$ cat config.mk
export PLATFORM = sky130hd
export DESIGN_NAME = regfile_mp
export DESIGN_NICKNAME = d
export VERILOG_FILES = /design/src/rtl/regfile_pkg.sv /design/src/rtl/regfile_scoreboard.sv /design/src/rtl/regfile_mp.sv
export SDC_FILE = /design/constraint.sdc
export NUM_CORES = 2
export LEC_CHECK = 0
export ABC_AREA = 0
export CELL_PAD_IN_SITES_DETAIL_PLACEMENT = 0
export CELL_PAD_IN_SITES_GLOBAL_PLACEMENT = 1
export CORE_MARGIN = 2
export CORE_UTILIZATION = 40
export DETAILED_ROUTE_END_ITERATION = 6
export PLACE_DENSITY = 0.7
export SLEW_MARGIN = 20
export SYNTH_ARGS = -nofsm -noshare
export SYNTH_HDL_FRONTEND = slang
export SYNTH_SLANG_ARGS = --single-unit
$ cat constraint.sdc
create_clock -name clk -period 7 [get_ports clk]
set_clock_uncertainty 0.15 [all_clocks]
set_input_delay 1.4 -clock clk [delete_from_list [all_inputs] [get_ports clk]]
set_output_delay 1.4 -clock clk [all_outputs]
set_load 0.03 [all_outputs]
$ cat src/rtl/regfile_pkg.sv
// Shared helpers for the multi-port register file: address width, fixed register indices.
// Optional feature macro used by regfile_mp / regfile_scoreboard: REGFILE_BYPASS_EN.
package regfile_pkg;

    localparam int unsigned ZERO_REG     = 0;
    localparam int unsigned LINK_REG_DEF = 31;

    function automatic int unsigned addr_w(input int unsigned depth);
        return (depth < 2) ? 1 : $clog2(depth);
    endfunction

endpackage

$ cat src/rtl/regfile_scoreboard.sv
// Pending-write scoreboard: one bit per register, set by issue, cleared by committed writes.
// With REGFILE_BYPASS_EN defined, busy lookups also see this cycle's clearing writes.
module regfile_scoreboard
    import regfile_pkg::*;
#(
    parameter int unsigned DEPTH  = 32,
    parameter int unsigned NUM_RD = 2,
    localparam int unsigned AW    = addr_w(DEPTH)
) (
    input  logic               clk,
    input  logic               rst_n,
    input  logic               set_en,
    input  logic [AW-1:0]      set_addr,
    input  logic [DEPTH-1:0]   clr,
    input  logic [NUM_RD*AW-1:0] rd_addr,
    output logic [NUM_RD-1:0]  rd_busy
);

    logic [DEPTH-1:0] pending_q;
    logic [DEPTH-1:0] pending_d;
    logic [DEPTH-1:0] set_hit;

    always_comb begin
        set_hit = '0;
        if (set_en) begin
            set_hit[set_addr] = 1'b1;
        end
        set_hit[ZERO_REG] = 1'b0;
        // a new producer issued in the same cycle supersedes the clearing write
        pending_d = set_hit | (pending_q & ~clr);
        pending_d[ZERO_REG] = 1'b0;
    end

    always_ff @(posedge clk or negedge rst_n) begin
        if (!rst_n) begin
            pending_q <= '0;
        end else begin
            pending_q <= pending_d;
        end
    end

    always_comb begin
        rd_busy = '0;
        for (int unsigned i = 0; i < NUM_RD; i++) begin
`ifdef REGFILE_BYPASS_EN
            rd_busy[i] = pending_q[rd_addr[i*AW +: AW]]
                         & ~(clr[rd_addr[i*AW +: AW]] & ~set_hit[rd_addr[i*AW +: AW]]);
`else
            rd_busy[i] = pending_q[rd_addr[i*AW +: AW]];
`endif
        end
    end

endmodule

$ cat src/rtl/regfile_mp.sv
// Parametrised multi-port register file with link write port and pending-write scoreboard.
// Define REGFILE_BYPASS_EN for same-cycle write-through on read data and busy flags.
module regfile_mp
    import regfile_pkg::*;
#(
    parameter int unsigned DATA_W   = 32,
    parameter int unsigned DEPTH    = 32,
    parameter int unsigned NUM_RD   = 2,
    parameter int unsigned NUM_WR   = 1,
    parameter int unsigned LINK_REG = LINK_REG_DEF,
    localparam int unsigned AW      = addr_w(DEPTH)
) (
    input  logic                     clk,
    input  logic                     rst_n,
    input  logic [NUM_RD*AW-1:0]     rd_addr,
    output logic [NUM_RD*DATA_W-1:0] rd_data,
    output logic [NUM_RD-1:0]        rd_busy,
    input  logic [NUM_WR-1:0]        wr_en,
    input  logic [NUM_WR*AW-1:0]     wr_addr,
    input  logic [NUM_WR*DATA_W-1:0] wr_data,
    input  logic                     link_en,
    input  logic [DATA_W-1:0]        link_data,
    input  logic                     sb_set_en,
    input  logic [AW-1:0]            sb_set_addr
);

    logic [DATA_W-1:0] regs_q [DEPTH];
    logic [DEPTH-1:0]  commit;
    logic [DATA_W-1:0] commit_data [DEPTH];

    // Per-register resolver: later ports override earlier ones, link overrides all.
    for (genvar g = 0; g < DEPTH; g++) begin : g_resolve
        logic              hit;
        logic [DATA_W-1:0] data;

        always_comb begin
            hit  = 1'b0;
            data = '0;
            for (int unsigned p = 0; p < NUM_WR; p++) begin
                if (wr_en[p] && (wr_addr[p*AW +: AW] == AW'(g))) begin
                    hit  = 1'b1;
                    data = wr_data[p*DATA_W +: DATA_W];
                end
            end
            if (link_en && (LINK_REG == g)) begin
                hit  = 1'b1;
                data = link_data;
            end
            if (g == ZERO_REG) begin
                hit = 1'b0;
            end
        end

        assign commit[g]      = hit;
        assign commit_data[g] = data;
    end

    always_ff @(posedge clk or negedge rst_n) begin
        if (!rst_n) begin
            for (int unsigned r = 0; r < DEPTH; r++) begin
                regs_q[r] <= '0;
            end
        end else begin
            for (int unsigned r = 0; r < DEPTH; r++) begin
                if (commit[r]) begin
                    regs_q[r] <= commit_data[r];
                end
            end
        end
    end

    always_comb begin
        rd_data = '0;
        for (int unsigned i = 0; i < NUM_RD; i++) begin
            if (rd_addr[i*AW +: AW] != AW'(ZERO_REG)) begin
`ifdef REGFILE_BYPASS_EN
                rd_data[i*DATA_W +: DATA_W] = commit[rd_addr[i*AW +: AW]]
                                              ? commit_data[rd_addr[i*AW +: AW]]
                                              : regs_q[rd_addr[i*AW +: AW]];
`else
                rd_data[i*DATA_W +: DATA_W] = regs_q[rd_addr[i*AW +: AW]];
`endif
            end
        end
    end

    regfile_scoreboard #(
        .DEPTH  (DEPTH),
        .NUM_RD (NUM_RD)
    ) u_sb (
        .clk      (clk),
        .rst_n    (rst_n),
        .set_en   (sb_set_en),
        .set_addr (sb_set_addr),
        .clr      (commit),
        .rd_addr  (rd_addr),
        .rd_busy  (rd_busy)
    );

endmodule

==> impl_summary.txt <==
----------------------------------------------------
[Yosys]
  Number of nets produced by synthesis ... between 3k and 4k
  Async set or reset register ratio after synthesis ... 1.00
  Post-synth cell types ... 39
  Ys Warns ... 0
  Register bit total from synthesis ... just over 1k
  Syn_area_per_cell ... 14.8 sq um
  EDFF count, synth ... 0
  Synthesized instance count ... approximately 3.7k
  Synth Area in XOR/XNOR ... 0
  Post-synthesis instance area ... 0.0551 sq mm
  Synthesized-area fraction occupied by ao, oa, aoi and oai cells ... 0.0399
  Top flip-flop cell by instance count after synthesis ... dfrtp_1
  Synthesized-area fraction occupied by adder cells ... 0
  Largest family of logic cells by synthesized area ... multiplexers
  Share of synthesized area spent on multiplexers ... 0.436
  Simple-Gate Fraction of Synth Area ... 0.0275
  Post-synthesis sequential area ratio ... 0.465

[CTS]
  Post-CTS setup buffer count ... 0
  Clock input transition at the sequential cells of the worst setup and hold paths ... 0.06 ns
  Number of buffers inserted during clock tree synthesis ... around 110
  Clock Tree Buf Depth ... 3
  Clock Sink Count ... 1,023
  Cell chosen for the clock root ... clkbuf_16
  H-tree level count ... 3
  TritonCTS clock tree ... yes
  Resize count post-CTS ... 0
  CTS Hold Buffers Added ... 0
  Clock Latency Late Sink ... ~0.73 ns

[STA]
  Period Utilization, post-route ... 0.864
  Worst-margin pin slew ... 1.17 ns
  Total negative setup slack ... 0 ns
  Final Hold Vio Count ... 0
  Final-report max-slew violation count ... 0
  Final setup violation count ... 0
  Unrepaired setup endpoints after global routing ... false
  Minimum period implied by the final worst setup slack ... 6.05 ns
  Slew Limit Headroom ... 0.218
  Max Clk Rate ... around 0.17 GHz

[Min path]
  Number of instances on the worst hold path ... 2
  Worst Hold Class ... reg2reg

[Status]
  Outcome ... finished, final reports clean

[Floorplan]
  Row cnt ... 136
  Die extent in y ... 375 microns
  Core Footprint ... 0.137 sq mm
  Die footprint ... 0.141 sq mm
  Horizontal extent of the die ... approximately 380 microns
  Ports placed on the boundary ... 155
  Starting Density ... 0.402

[Setup path]
  Setup Crit Path Kind ... in2out
  Cell type of the slowest stage on the worst timing path ... clkdlybuf4s50_1
  Kind of capture point of the worst setup path ... output pin
  R2r worst-path depth ... 2
  Critical-path cell list ... buf_8 -> nor2b_4 -> buf_4 -> a221oi_1 -> nor3_1 -> a211oi_1 -> a221oi_1 -> clkdlybuf4s50_1
  Required time at the endpoint of the critical path ... 5.45 ns
  Cell mode on critical path ... a221oi_1
  Max Fanout on Critical Path ... 49
  Longest individual stage delay on the worst path ... 0.80 ns
  Critical Path Start Type ... primary input
  CP Data Arrival Time ... between 4 and 5 ns

[Global route]
  Antenna violations before repair ... 6
  Via count of the first global-routing pass ... about 36k
  Largest net degree at the start of global routing ... 174
  Total routing usage reported by global routing ... 0.241
  Remaining Overflow, GRT ... 0
  Layer carrying the most global-route usage ... met2
  Wire length of the first global-routing pass ... 251 mm
  Routing usage on met2 ... 0.389
  Global-route met1 utilization ... 0.335
  Grt met3 use ... 0.0372

[Final layout]
  Layout overhead on the synthesized area ... 13.5%
  Share of post-route cells with drive strength above 1 ... 0.507
  Final net count ... 3,819
  Fin area ... approximately 0.063 sq mm

[Placed design]
  Final weighted congestion in routability-driven placement ... 0.796
  Area after detailed placement ... 0.0587 sq mm
  DPL Wire Length ... 102 mm
  Number of I/O port buffers ... ~150

[Power]
  Worst voltage drop across the vdd grid ... 0.205 mV
  Power density over the cells ... between 200 and 300 mW/mm^2
  Power after layout ... 0.0179 W
  Leakage ... 26.5 nW

[Route]
  Avg Vias per Cell ... 6.26
  Initial DRT Pass Iterations ... 7
  Number of DRC violations after detailed-routing iteration 0 ... between 2k and 3k
  Total detailed-routing wirelength ... between 150 and 200 mm
  Post-detailed-route count of antenna-violating nets ... 0
  Via total after detailed routing ... 35.2k
  Remaining design rule violation count ... 0
  Routed wirelength normalized by instance count ... about 30 microns

[Flow run]
  Number of max-cap violations ... 0

----------------------------------------------------
[final timing paths]
check                                   start            endpoint  slack [ns]
setup reg to reg                   regs_q[13]          regs_q[13]        6.03
min in group asynchronous               rst_n          regs_q[25]        0.57
setup / recovery                   rd_addr[1]          rd_data[4]        0.95
hold / removal             u_sb.pending_q[13]  u_sb.pending_q[13]        0.37
hold reg to reg            u_sb.pending_q[13]  u_sb.pending_q[13]        0.37
max in group asynchronous               rst_n         regs_q[397]        4.56
[layout make-up]
class / instances / area, sq um
fillers: 12100 / 74600
inverters: 4 / 15.0
multi-input cells: 2303 / 27900
repair buffers: 284 / 2790
clock inverters: 49 / 547
clock buffers: 166 / 3380
flip-flops and latches: 1023 / 25600
well taps: 1794 / 2240
diodes: 2 / 5.00
[layer usage]
metal / routed length, microns / vias to the layer above
li1: - / 14500
met5: 27 / -
met3: 8860 / 267
met2: 81700 / 1074
met1: 73400 / 19400
met4: 5300 / 4
[sequential cells by signal, summed over array words and instances (netlist names)]
register        count
regs_q            992
u_sb.pending_q     31
[cell usage after synthesis, types with 42 or more instances]
| cell | instances | share of area |
|---|---|---|
| mux2_2 | 1085 | 0.22 |
| dfrtp_1 | 1023 | 0.46 |
| mux4_2 | 461 | 0.19 |
| clkbuf_1 | 257 | 0.018 |
| mux2i_1 | 142 | 0.026 |
| a221oi_1 | 125 | 0.020 |
| nand2_1 | 112 | 0.0076 |
| buf_2 | 77 | 0.0070 |
| o21ai_0 | 61 | 0.0055 |
| buf_1 | 47 | 0.0032 |
| nor2b_1 | 43 | 0.0049 |
| nor2_1 | 42 | 0.0029 |
[power by group]
| part | leakage [nW] | switching, W | internal (W) | total [W] |
|---|---|---|---|---|
| Clock | 1.96 | 0.00258 | 0.00371 | 0.00629 |
| Combinational | 11.5 | 0.00149 | 0.00227 | 0.00376 |
| Sequential | 13.0 | 0.000830 | 0.00706 | 0.00789 |
[worst max-delay path: cells and delay by family]
kind,cells,cell delay (ns)
buffers and inverters,3,1.47
AO/OA/AOI/OAI,3,0.91
AND/OR/NAND/NOR,2,0.59
[through the flow]
step / std cells / setup slack [ns] / util / hold WS [ns]
finish: 5625 / 0.949 / 0.456 / 0.365
global route: 5624 / 0.898 / 0.456 / 0.385
CTS: 5623 / 0.914 / 0.456 / 0.364
detailed placement: 5408 / 0.924 / 0.428 / 0.351
global placement: 5408 / 0.983 / 0.428 / 0.345
floorplan: 3734 / 2.09 / - / 0.311
[cell usage in the layout (no fill, tap or decap), types with 10 or more instances in the layout]
master and n:
mux2_2 1085, dfrtp_1 1023, mux4_2 461, mux2i_1 142, a221oi_1 125, clkdlybuf4s50_1 125
clkbuf_16 115, buf_4 106, nand2_1 101, o21ai_0 61, nor2b_1 39, nor3_1 38
nand2b_1 33, a211oi_1 32, a21oi_1 32, clkbuf_8 32, nor2_1 29, o22ai_1 29
clkinv_2 28, buf_12 27, clkbuf_1 20, buf_2 18, nor2_4 13, a22o_1 13
nand2_2 11, bufinv_16 10
[logic make-up after synthesis]
group,after synthesis
multiplexers,1688
flip-flops,1023
buffers and inverters,408
AND/OR/NAND/NOR,309
AO/OA/AOI/OAI,306
Power figures use the tool's default switching activity.
